**src/rtl/evict_wb_ctrl.sv**
```systemverilog
// Evict write-back controller: serializes one evicted line per handshake onto an
// address/data write channel and matches write responses against an outstanding table.

package evict_wb_pkg;
    localparam int LINE_W  = 1024;
    localparam int ADDR_W  = 48;
    localparam int TXNID_W = 8;
    localparam int ROB_W   = 6;
    localparam int DB_W    = 4;
    localparam int SB_W    = 8;

    typedef struct packed {
        logic [LINE_W-1:0]  data;
        logic [ADDR_W-1:0]  addr;
        logic [TXNID_W-1:0] txnid;
        logic [ROB_W-1:0]   rob_entry_id;
        logic [DB_W-1:0]    db_entry_id;
        logic [SB_W-1:0]    sideband;
    } evict_to_ds_pld_t;
endpackage

module evict_wb_ctrl
    import evict_wb_pkg::*;
#(
    parameter int DATA_WIDTH = LINE_W,
    parameter int BEAT_WIDTH = 256,
    parameter int BEAT_NUM   = DATA_WIDTH / BEAT_WIDTH,
    parameter int OST_NUM    = 8
) (
    input  logic                  clk,
    input  logic                  rst,
    input  logic                  evict_to_ds_vld,
    input  evict_to_ds_pld_t      evict_to_ds_pld,
    output logic                  evict_to_ds_rdy,
    output logic                  ds_aw_vld,
    output logic [ADDR_W-1:0]     ds_aw_addr,
    output logic [TXNID_W-1:0]    ds_aw_txnid,
    input  logic                  ds_aw_rdy,
    output logic                  ds_w_vld,
    output logic [BEAT_WIDTH-1:0] ds_w_data,
    output logic                  ds_w_last,
    input  logic                  ds_w_rdy,
    input  logic                  ds_b_vld,
    input  logic [TXNID_W-1:0]    ds_b_txnid,
    output logic                  wb_done_vld,
    output logic [ROB_W-1:0]      wb_done_rob_entry_id,
    output logic                  wb_err
);
    localparam int BEAT_CW = (BEAT_NUM > 1) ? $clog2(BEAT_NUM) : 1;
    localparam int IDX_W   = (OST_NUM > 1) ? $clog2(OST_NUM) : 1;
    localparam int CNT_W   = $clog2(OST_NUM + 1);
    localparam logic [CNT_W-1:0]   OST_FULL  = CNT_W'(OST_NUM);
    localparam logic [BEAT_CW-1:0] LAST_BEAT = BEAT_CW'(BEAT_NUM - 1);

    typedef enum logic [1:0] {S_IDLE, S_AW, S_W} state_t;

    state_t                              state_q, state_d;
    logic [BEAT_NUM-1:0][BEAT_WIDTH-1:0] line_q, line_d;
    logic [ADDR_W-1:0]                   addr_q, addr_d;
    logic [TXNID_W-1:0]                  txnid_q, txnid_d;
    logic [BEAT_CW-1:0]                  beat_q, beat_d;
    logic                                aw_vld_q, aw_vld_d;
    logic                                w_vld_q, w_vld_d;
    logic                                w_last_q, w_last_d;
    logic [OST_NUM-1:0]                  slot_vld_q, slot_vld_d;
    logic [OST_NUM-1:0][TXNID_W-1:0]     slot_txnid_q, slot_txnid_d;
    logic [OST_NUM-1:0][ROB_W-1:0]       slot_rob_q, slot_rob_d;
    logic [CNT_W-1:0]                    ost_cnt_q, ost_cnt_d;
    logic                                done_vld_q, done_vld_d;
    logic [ROB_W-1:0]                    done_rob_q, done_rob_d;
    logic                                err_q, err_d;

    logic               accept;
    logic               cam_hit;
    logic               b_hit;
    logic [IDX_W-1:0]   free_idx;
    logic [IDX_W-1:0]   hit_idx;
    logic [BEAT_CW-1:0] beat_nxt;
    logic               unused_pld;

    assign unused_pld      = ^{evict_to_ds_pld.db_entry_id, evict_to_ds_pld.sideband};
    assign evict_to_ds_rdy = (state_q == S_IDLE) && (ost_cnt_q < OST_FULL);
    assign accept          = evict_to_ds_vld && evict_to_ds_rdy;
    assign beat_nxt        = beat_q + 1'b1;
    assign b_hit           = ds_b_vld && cam_hit;

    // Both searches look at the registered table, so a slot allocated this cycle
    // is invisible to the CAM and a slot freed this cycle cannot be reused yet.
    always_comb begin
        free_idx = '0;
        hit_idx  = '0;
        cam_hit  = 1'b0;
        for (int i = OST_NUM - 1; i >= 0; i--) begin
            if (!slot_vld_q[i]) begin
                free_idx = IDX_W'(i);
            end
            if (slot_vld_q[i] && (slot_txnid_q[i] == ds_b_txnid)) begin
                cam_hit = 1'b1;
                hit_idx = IDX_W'(i);
            end
        end
    end

    always_comb begin
        state_d  = state_q;
        line_d   = line_q;
        addr_d   = addr_q;
        txnid_d  = txnid_q;
        beat_d   = beat_q;
        aw_vld_d = aw_vld_q;
        w_vld_d  = w_vld_q;
        w_last_d = w_last_q;
        unique case (state_q)
            S_IDLE: begin
                if (accept) begin
                    line_d   = evict_to_ds_pld.data;
                    addr_d   = evict_to_ds_pld.addr;
                    txnid_d  = evict_to_ds_pld.txnid;
                    aw_vld_d = 1'b1;
                    state_d  = S_AW;
                end
            end
            S_AW: begin
                if (ds_aw_rdy) begin
                    aw_vld_d = 1'b0;
                    w_vld_d  = 1'b1;
                    beat_d   = '0;
                    w_last_d = (LAST_BEAT == '0);
                    state_d  = S_W;
                end
            end
            S_W: begin
                if (ds_w_rdy) begin
                    if (w_last_q) begin
                        w_vld_d  = 1'b0;
                        w_last_d = 1'b0;
                        beat_d   = '0;
                        state_d  = S_IDLE;
                    end else begin
                        beat_d   = beat_nxt;
                        w_last_d = (beat_nxt == LAST_BEAT);
                    end
                end
            end
            default: begin
                state_d = S_IDLE;
            end
        endcase
    end

    always_comb begin
        slot_vld_d   = slot_vld_q;
        slot_txnid_d = slot_txnid_q;
        slot_rob_d   = slot_rob_q;
        done_vld_d   = b_hit;
        done_rob_d   = done_rob_q;
        err_d        = err_q | (ds_b_vld & ~cam_hit);
        if (b_hit) begin
            slot_vld_d[hit_idx] = 1'b0;
            done_rob_d          = slot_rob_q[hit_idx];
        end
        if (accept) begin
            slot_vld_d[free_idx]   = 1'b1;
            slot_txnid_d[free_idx] = evict_to_ds_pld.txnid;
            slot_rob_d[free_idx]   = evict_to_ds_pld.rob_entry_id;
        end
        unique case ({accept, b_hit})
            2'b10:   ost_cnt_d = ost_cnt_q + 1'b1;
            2'b01:   ost_cnt_d = ost_cnt_q - 1'b1;
            default: ost_cnt_d = ost_cnt_q;
        endcase
    end

    always_ff @(posedge clk or posedge rst) begin
        if (rst) begin
            state_q      <= S_IDLE;
            line_q       <= '0;
            addr_q       <= '0;
            txnid_q      <= '0;
            beat_q       <= '0;
            aw_vld_q     <= 1'b0;
            w_vld_q      <= 1'b0;
            w_last_q     <= 1'b0;
            slot_vld_q   <= '0;
            slot_txnid_q <= '0;
            slot_rob_q   <= '0;
            ost_cnt_q    <= '0;
            done_vld_q   <= 1'b0;
            done_rob_q   <= '0;
            err_q        <= 1'b0;
        end else begin
            state_q      <= state_d;
            line_q       <= line_d;
            addr_q       <= addr_d;
            txnid_q      <= txnid_d;
            beat_q       <= beat_d;
            aw_vld_q     <= aw_vld_d;
            w_vld_q      <= w_vld_d;
            w_last_q     <= w_last_d;
            slot_vld_q   <= slot_vld_d;
            slot_txnid_q <= slot_txnid_d;
            slot_rob_q   <= slot_rob_d;
            ost_cnt_q    <= ost_cnt_d;
            done_vld_q   <= done_vld_d;
            done_rob_q   <= done_rob_d;
            err_q        <= err_d;
        end
    end

    assign ds_aw_vld            = aw_vld_q;
    assign ds_aw_addr           = addr_q;
    assign ds_aw_txnid          = txnid_q;
    assign ds_w_vld             = w_vld_q;
    assign ds_w_data            = line_q[beat_q];
    assign ds_w_last            = w_last_q;
    assign wb_done_vld          = done_vld_q;
    assign wb_done_rob_entry_id = done_rob_q;
    assign wb_err               = err_q;

endmodule

```
**config.mk**
```make
export PLATFORM = sky130hd
export DESIGN_NAME = evict_wb_ctrl
export DESIGN_NICKNAME = d
export VERILOG_FILES = /design/src/rtl/evict_wb_ctrl.sv
export SDC_FILE = /design/constraint.sdc
export NUM_CORES = 2
export LEC_CHECK = 0
export ABC_AREA = 0
export BUFFER_PORTS_ARGS = -buffer_cell sky130_fd_sc_hd__buf_2
export CORE_AREA = 2 2 553 555
export CTS_CLUSTER_SIZE = 14
export DETAILED_ROUTE_END_ITERATION = 12
export DIE_AREA = 0 0 555 557
export SYNTH_ARGS = -nofsm -noshare
export SYNTH_HDL_FRONTEND = slang
export SYNTH_SLANG_ARGS = --single-unit
```
**constraint.sdc**
```tcl
create_clock -name clk -period 34.8 [get_ports clk]
set_input_delay 1.74 -clock clk [delete_from_list [all_inputs] [get_ports clk]]
set_output_delay 1.74 -clock clk [all_outputs]
set_load 0.005 [all_outputs]
```
After elaboration in Yosys (flattened, before gate mapping)
Cells that the tools add are included.

Flip-flop bits (word level): 1219. Input bits: 1112. Output and inout port bits: 324.

$add $sub $neg: 3. Order comparisons: 6. Equality and inequality tests: 17. Multiplexer cells: 60. Bitwise logic cells: 6. Reductions and logical operators: 22.

Operators with widths (count): $bmux W256 S2 (1); $mux W256 (1); $bwmux W64 (1); $eq A8 B8 Y1 (8); $bwmux W48 (1); $mux W3 (16); $demux W8 S3 (1); $mux W8 (3); $bmux W6 S3 (1); $demux W6 S3 (1); $mux W1 (17); $mux W2 (7); $logic_and A1 B1 Y1 (13); $mux W6 (2); $and A8 B8 Y8 (1); $lt A3 B4 Y1 const B (2); $ne A2 B2 Y1 const B (4); $not A8 Y8 (1); $or A8 B8 Y8 (1); $pmux W4 S2 (1); $reduce_and A4 Y1 (2); $demux W1 S3 (2); $eq A2 B2 Y1 const B (3); $ge A3 B1 Y1 const B (2); 16 further kinds (22).

Logic depth before layout (Yosys ltp)
Word-level depth: 19. Mapped depth: 16.

Worst setup path before layout
Ideal clock, no wire load.

Path type: input-to-reg. From: input ds_b_txnid[3]. To: register ost_cnt_q[2]. Arrival: 4.327 ns. Required time: 34.675 ns. Path slack: 30.347 ns. Stages: 16. Buffers on the path: 3. Cells stage by stage: buf_4 > xnor2_1 > nand3_1 > nor3_1 > or4_4 > buf_6 > buf_2 > o21ai_1 > inv_1 > ha_1 > xor2_1 > ha_1 > a21oi_1 > xor2_1 > nor2_1 > xor2_1.

Longest elaborated chain between the ends: 13. Elaborated cells between the ends (all ways): 29. Those cells by class: 10 x eq/ne; 9 x mux; 10 x reduce/logical.

RTL lines: start: declaration (line 44) `input logic [TXNID_W-1:0] ds_b_txnid,`; $eq A8 B8 Y1 (line 97) `if (slot_vld_q[i] && (slot_txnid_q[i] == ds_b_txnid)) begin`; $logic_and A1 B1 Y1 (line 97); $mux W1 (7 in a row) (line 97); $mux W1 (*) (line 97); $logic_and A1 B1 Y1 (*) (line 85) `assign b_hit = ds_b_vld && cam_hit;`; via b_hit (line 75) `logic b_hit;`; $eq A2 B1 Y1 / $eq A2 B2 Y1 (equally long branches) (line 167) `unique case ({accept, b_hit})`; $pmux W4 S2 / $reduce_bool A2 Y1 (equally long branches); end signal: assignment (line 203) `ost_cnt_q <= ost_cnt_d;`; end: declaration (line 68) `logic [CNT_W-1:0] ost_cnt_q, ost_cnt_d;`.

Mark *: on every way through the listed nets, which the timed path passes. The rest lies on a longest branch. A chain may end at the register's enable or synchronous reset.

Final worst setup path
From: input evict_to_ds_vld. To: register line_q[184] (netlist bit).

Longest elaborated chain between the ends: 2.

RTL lines: start: declaration (line 32) `input logic evict_to_ds_vld,`; $logic_and A1 B1 Y1 (line 83) `assign accept = evict_to_ds_vld && evict_to_ds_rdy;`; $reduce_and A2 Y1 (no line); end signal: assignment (line 193) `line_q <= line_d;`; end: declaration (line 58) `logic [BEAT_NUM-1:0][BEAT_WIDTH-1:0] line_q, line_d;`.

Every way passes these cells.

==> Flow_metrics.wiki <==
{| class="wikitable"
! Metric !! Value
|-
| Number of unique standard cell types used by synthesis || 57
|-
| Overall die width || 555 um
|-
| DR vias/cell || 4.06
|-
| Count of final hold-check violations || 0
|-
| DRC violations left || 0
|-
| Max frequency || 150 MHz
|-
| Yosys synthesis warning count || 0
|-
| EDFF count, synth || 0
|-
| Path type of the worst min-delay path || register to register
|-
| Wire length per cell after detailed routing || 22.6 um
|-
| Maximum fanout count along the critical path || 135
|-
| Deepest clock path buffer count || 4
|-
| Number of vias after detailed routing || 44406
|-
| CTS H-Tree Depth || 4
|-
| Type of element launching the critical path || input port
|-
| Outcome || completed
|-
| Critical Setup Path Class || input port to register
|-
| First DRT Iteration DRCs || 4114
|-
| Setup crit end || line_q[184]
|-
| Clock sink count || 1219
|-
| Initial core utilization || 17.4%
|-
| Count of state elements after synthesis || 1219
|-
| Pins over their slew limit || 0
|-
| Average cell area after synthesis || 9.75 um2
|-
| Post-place setup slack || 27.19 ns
|-
| Cell row count || 203
|-
| Die footprint || 309000 um2
|-
| Post-synthesis async set-or-reset flop share || 100%
|-
| Later-pin clock latency in the skew report || 0.80 ns
|-
| Initial antenna violation count || 229
|-
| Vias in the first global route || 43314
|-
| Post-route non-filler standard cell count || 10926
|-
| Smallest hold slack || 0.466 ns
|-
| Part of the Yosys area used for sequential elements || 57.8%
|-
| Worst VDD drop || 0.0000555 V
|-
| Pin count of the biggest net entering global routing || 201
|-
| Count of boundary I/O pins || 1436
|-
| RSZ-0062 raised after global routing || no
|-
| Clock buffers created by TritonCTS || 147
|-
| Endpoint kind of the worst setup timing path || register
|-
| Layout Skew || 0.0262 ns
|-
| Register-to-register path setup slack || 28.56 ns
|-
| Cell types with the largest area share after synthesis || sky130_fd_sc_hd__dfrtp_1, sky130_fd_sc_hd__nand2_1, sky130_fd_sc_hd__mux4_2
|-
| Clock root buffer || sky130_fd_sc_hd__clkbuf_16
|-
| Slew Limit Headroom || 24.1%
|-
| Count of final setup violators || 0
|-
| Worst setup path startpoint || evict_to_ds_vld
|-
| Total Negative Setup Slacks || 0 ns
|-
| Area of the core region || 304000 um2
|-
| CTS tree || built
|-
| Critical register-to-register path endpoint || line_q[184]
|-
| Depth of the worst register-to-register path || 11
|-
| Count of buffers inserted at the top-level ports || 1423
|-
| Synth-to-layout area growth || 31.3%
|-
| Clock period minus worst slack || 6.66 ns
|-
| Routed Antenna Nets || 0
|-
| Dominant synthesized flop cell || sky130_fd_sc_hd__dfrtp_1
|-
| Worst-Margin Slew || 1.14 ns
|-
| Routed wire length || 247000 um
|-
| Die Height || 557 um
|-
| Layout net count || 7841
|-
| First-pass GRT wire length || 340000 um
|-
| HPWL after detailed placement || 193000 um
|-
| Synth Instances || 5416
|-
| Post-synth net total || 6532
|-
| Clock edge transition at the registers on the reported setup and hold paths || 0.05 ns
|-
| Power density cells || 92.4 nW/um2
|-
| Instance count after placement with tap cells included || 10573
|-
| Cell type with the largest total area after synthesis || sky130_fd_sc_hd__dfrtp_1
|-
| Share of final-layout standard cells stronger than drive strength 1 || 30.0%
|-
| Commonest cells in the netlist || sky130_fd_sc_hd__nand2_1, sky130_fd_sc_hd__dfrtp_1, sky130_fd_sc_hd__clkbuf_1, sky130_fd_sc_hd__mux4_2, sky130_fd_sc_hd__mux2_2
|-
| R2R Path Start || state_q[0]
|-
| Count of instances resized after the clock tree is built || 0
|-
| Most repeated cell in the gate-level netlist after synthesis || sky130_fd_sc_hd__nand2_1
|-
| CP Data Arrival Time || 7.38 ns
|-
| Area fraction of the dominant cell type after synthesis || 57.8%
|-
| Data required time at the worst endpoint || 35.52 ns
|-
| Worst Slack Setup Final || 28.14 ns
|-
| Aggregate global-route resource usage || 15.4%
|-
| Post CTS Setup Buffer Count || 0
|-
| Post-route core utilization || 22.8%
|-
| Tcrit/Tclk final || 19.1%
|-
| Leak || 0.0354 uW
|-
| Filler Cells Inserted || 33240
|-
| Max-Cap Viols || 0
|-
| GR Overflow Total || 0
|-
| Drt first pass iters || 5
|-
| Hold buffer count at cts || 0
|-
| Placer congestion estimate || 0.893
|-
| Cell area after synthesis || 52800 um2
|}
[cells by family (layout without fill, tap and decap cells)]
family	count (synthesis)	count (layout)	share of synthesized area [%]
simple gates	3368	3368	24.3
flops	1219	1219	57.8
other cells	0	93	0
compound gates	56	56	0.810
xor+xnor	69	69	1.14
mux	370	370	13.3
buf+inv	330	1750	2.52
fa+ha+maj	4	4	0.0948
[layout by cell type (no fill, tap or decap), drive strengths merged, types with 7 or more instances in the layout]
cell type  synthesis  layout
mux4             256     256
nor2b              7       7
nor3b              7       7
nand4             15      15
bufinv             0      12
xnor2             56      56
inv                7      16
clkbuf           274     209
clkinv             1      23
diode              0      93
dfrtp           1219    1219
nor3              14      14
clkinvlp           0       8
nor2              19      19
xor2              13      13
nand3             16      16
o21ai             12      12
a21oi              7       7
nand2           3274    3274
mux2             114     114
buf               48    1482
[metal layers]
metal / track usage (%) / share of wire [%]
met5: 0.309 / 0.35
met4: 7.42 / 5.0
met3: 6.61 / 11
met2: 22.8 / 43
met1: 19.2 / 40
[worst min-delay path by stage]
stage | cells after the start | to | startpoint
after floorplan | 2 | line_q[256] | line_q[256]
after global placement | 2 | wb_err | wb_err
after detailed placement | 2 | ds_aw_addr[2] | ds_aw_addr[2]
after CTS | 2 | ds_aw_addr[2] | ds_aw_addr[2]
after global routing | 2 | line_q[262] | line_q[262]
final | 2 | ds_aw_addr[2] | ds_aw_addr[2]
[per-stage QoR]
stage / total power, uW / cell area, um2
3_3_place_gp: 4780 / 64200
3_5_place_dp: 4830 / 64200
6_report: 6410 / 69400
4_1_cts: 6480 / 69100
2_1_floorplan: 3820 / 52800
5_1_grt: 6830 / 69300
[power by group]
group          switching [uW]  internal [uW]
sequential                468           2090
combinational            1270            967
clock                     668            937
[registers in the layout, summed over array words and instances, names as in the netlist]
name                  flops
line_q                 1024
slot_txnid_q             64
ds_aw_addr               48
slot_rob_q               48
ds_aw_txnid               8
slot_vld_q                8
wb_done_rob_entry_id      6
ost_cnt_q                 4
beat_q                    2
state_q                   2
ds_aw_vld                 1
ds_w_last                 1
ds_w_vld                  1
wb_done_vld               1
wb_err                    1
[worst max-delay path, stage by stage]
cell                      delay [ns]
sky130_fd_sc_hd__buf_2          0.10
sky130_fd_sc_hd__and2_4         0.28
sky130_fd_sc_hd__inv_8          0.51
sky130_fd_sc_hd__buf_4          0.64
sky130_fd_sc_hd__buf_4          0.71
sky130_fd_sc_hd__buf_4          0.76
sky130_fd_sc_hd__buf_4          0.76
sky130_fd_sc_hd__buf_4          0.66
sky130_fd_sc_hd__buf_4          0.64
sky130_fd_sc_hd__nand2_1        0.12
sky130_fd_sc_hd__nand2_1        0.09
[layout make-up]
class,count,area (um2),area share [%]
diodes,93,233,0.336
clock buffers,209,4180,6.03
inverters,8,41.3,0.0595
well taps,3997,5000,7.21
flip-flops and latches,1219,30500,44.0
clock inverters,51,758,1.09
repair buffers,1482,7650,11.0
multi-input cells,3867,21000,30.2
Power figures use the tool's default switching activity.
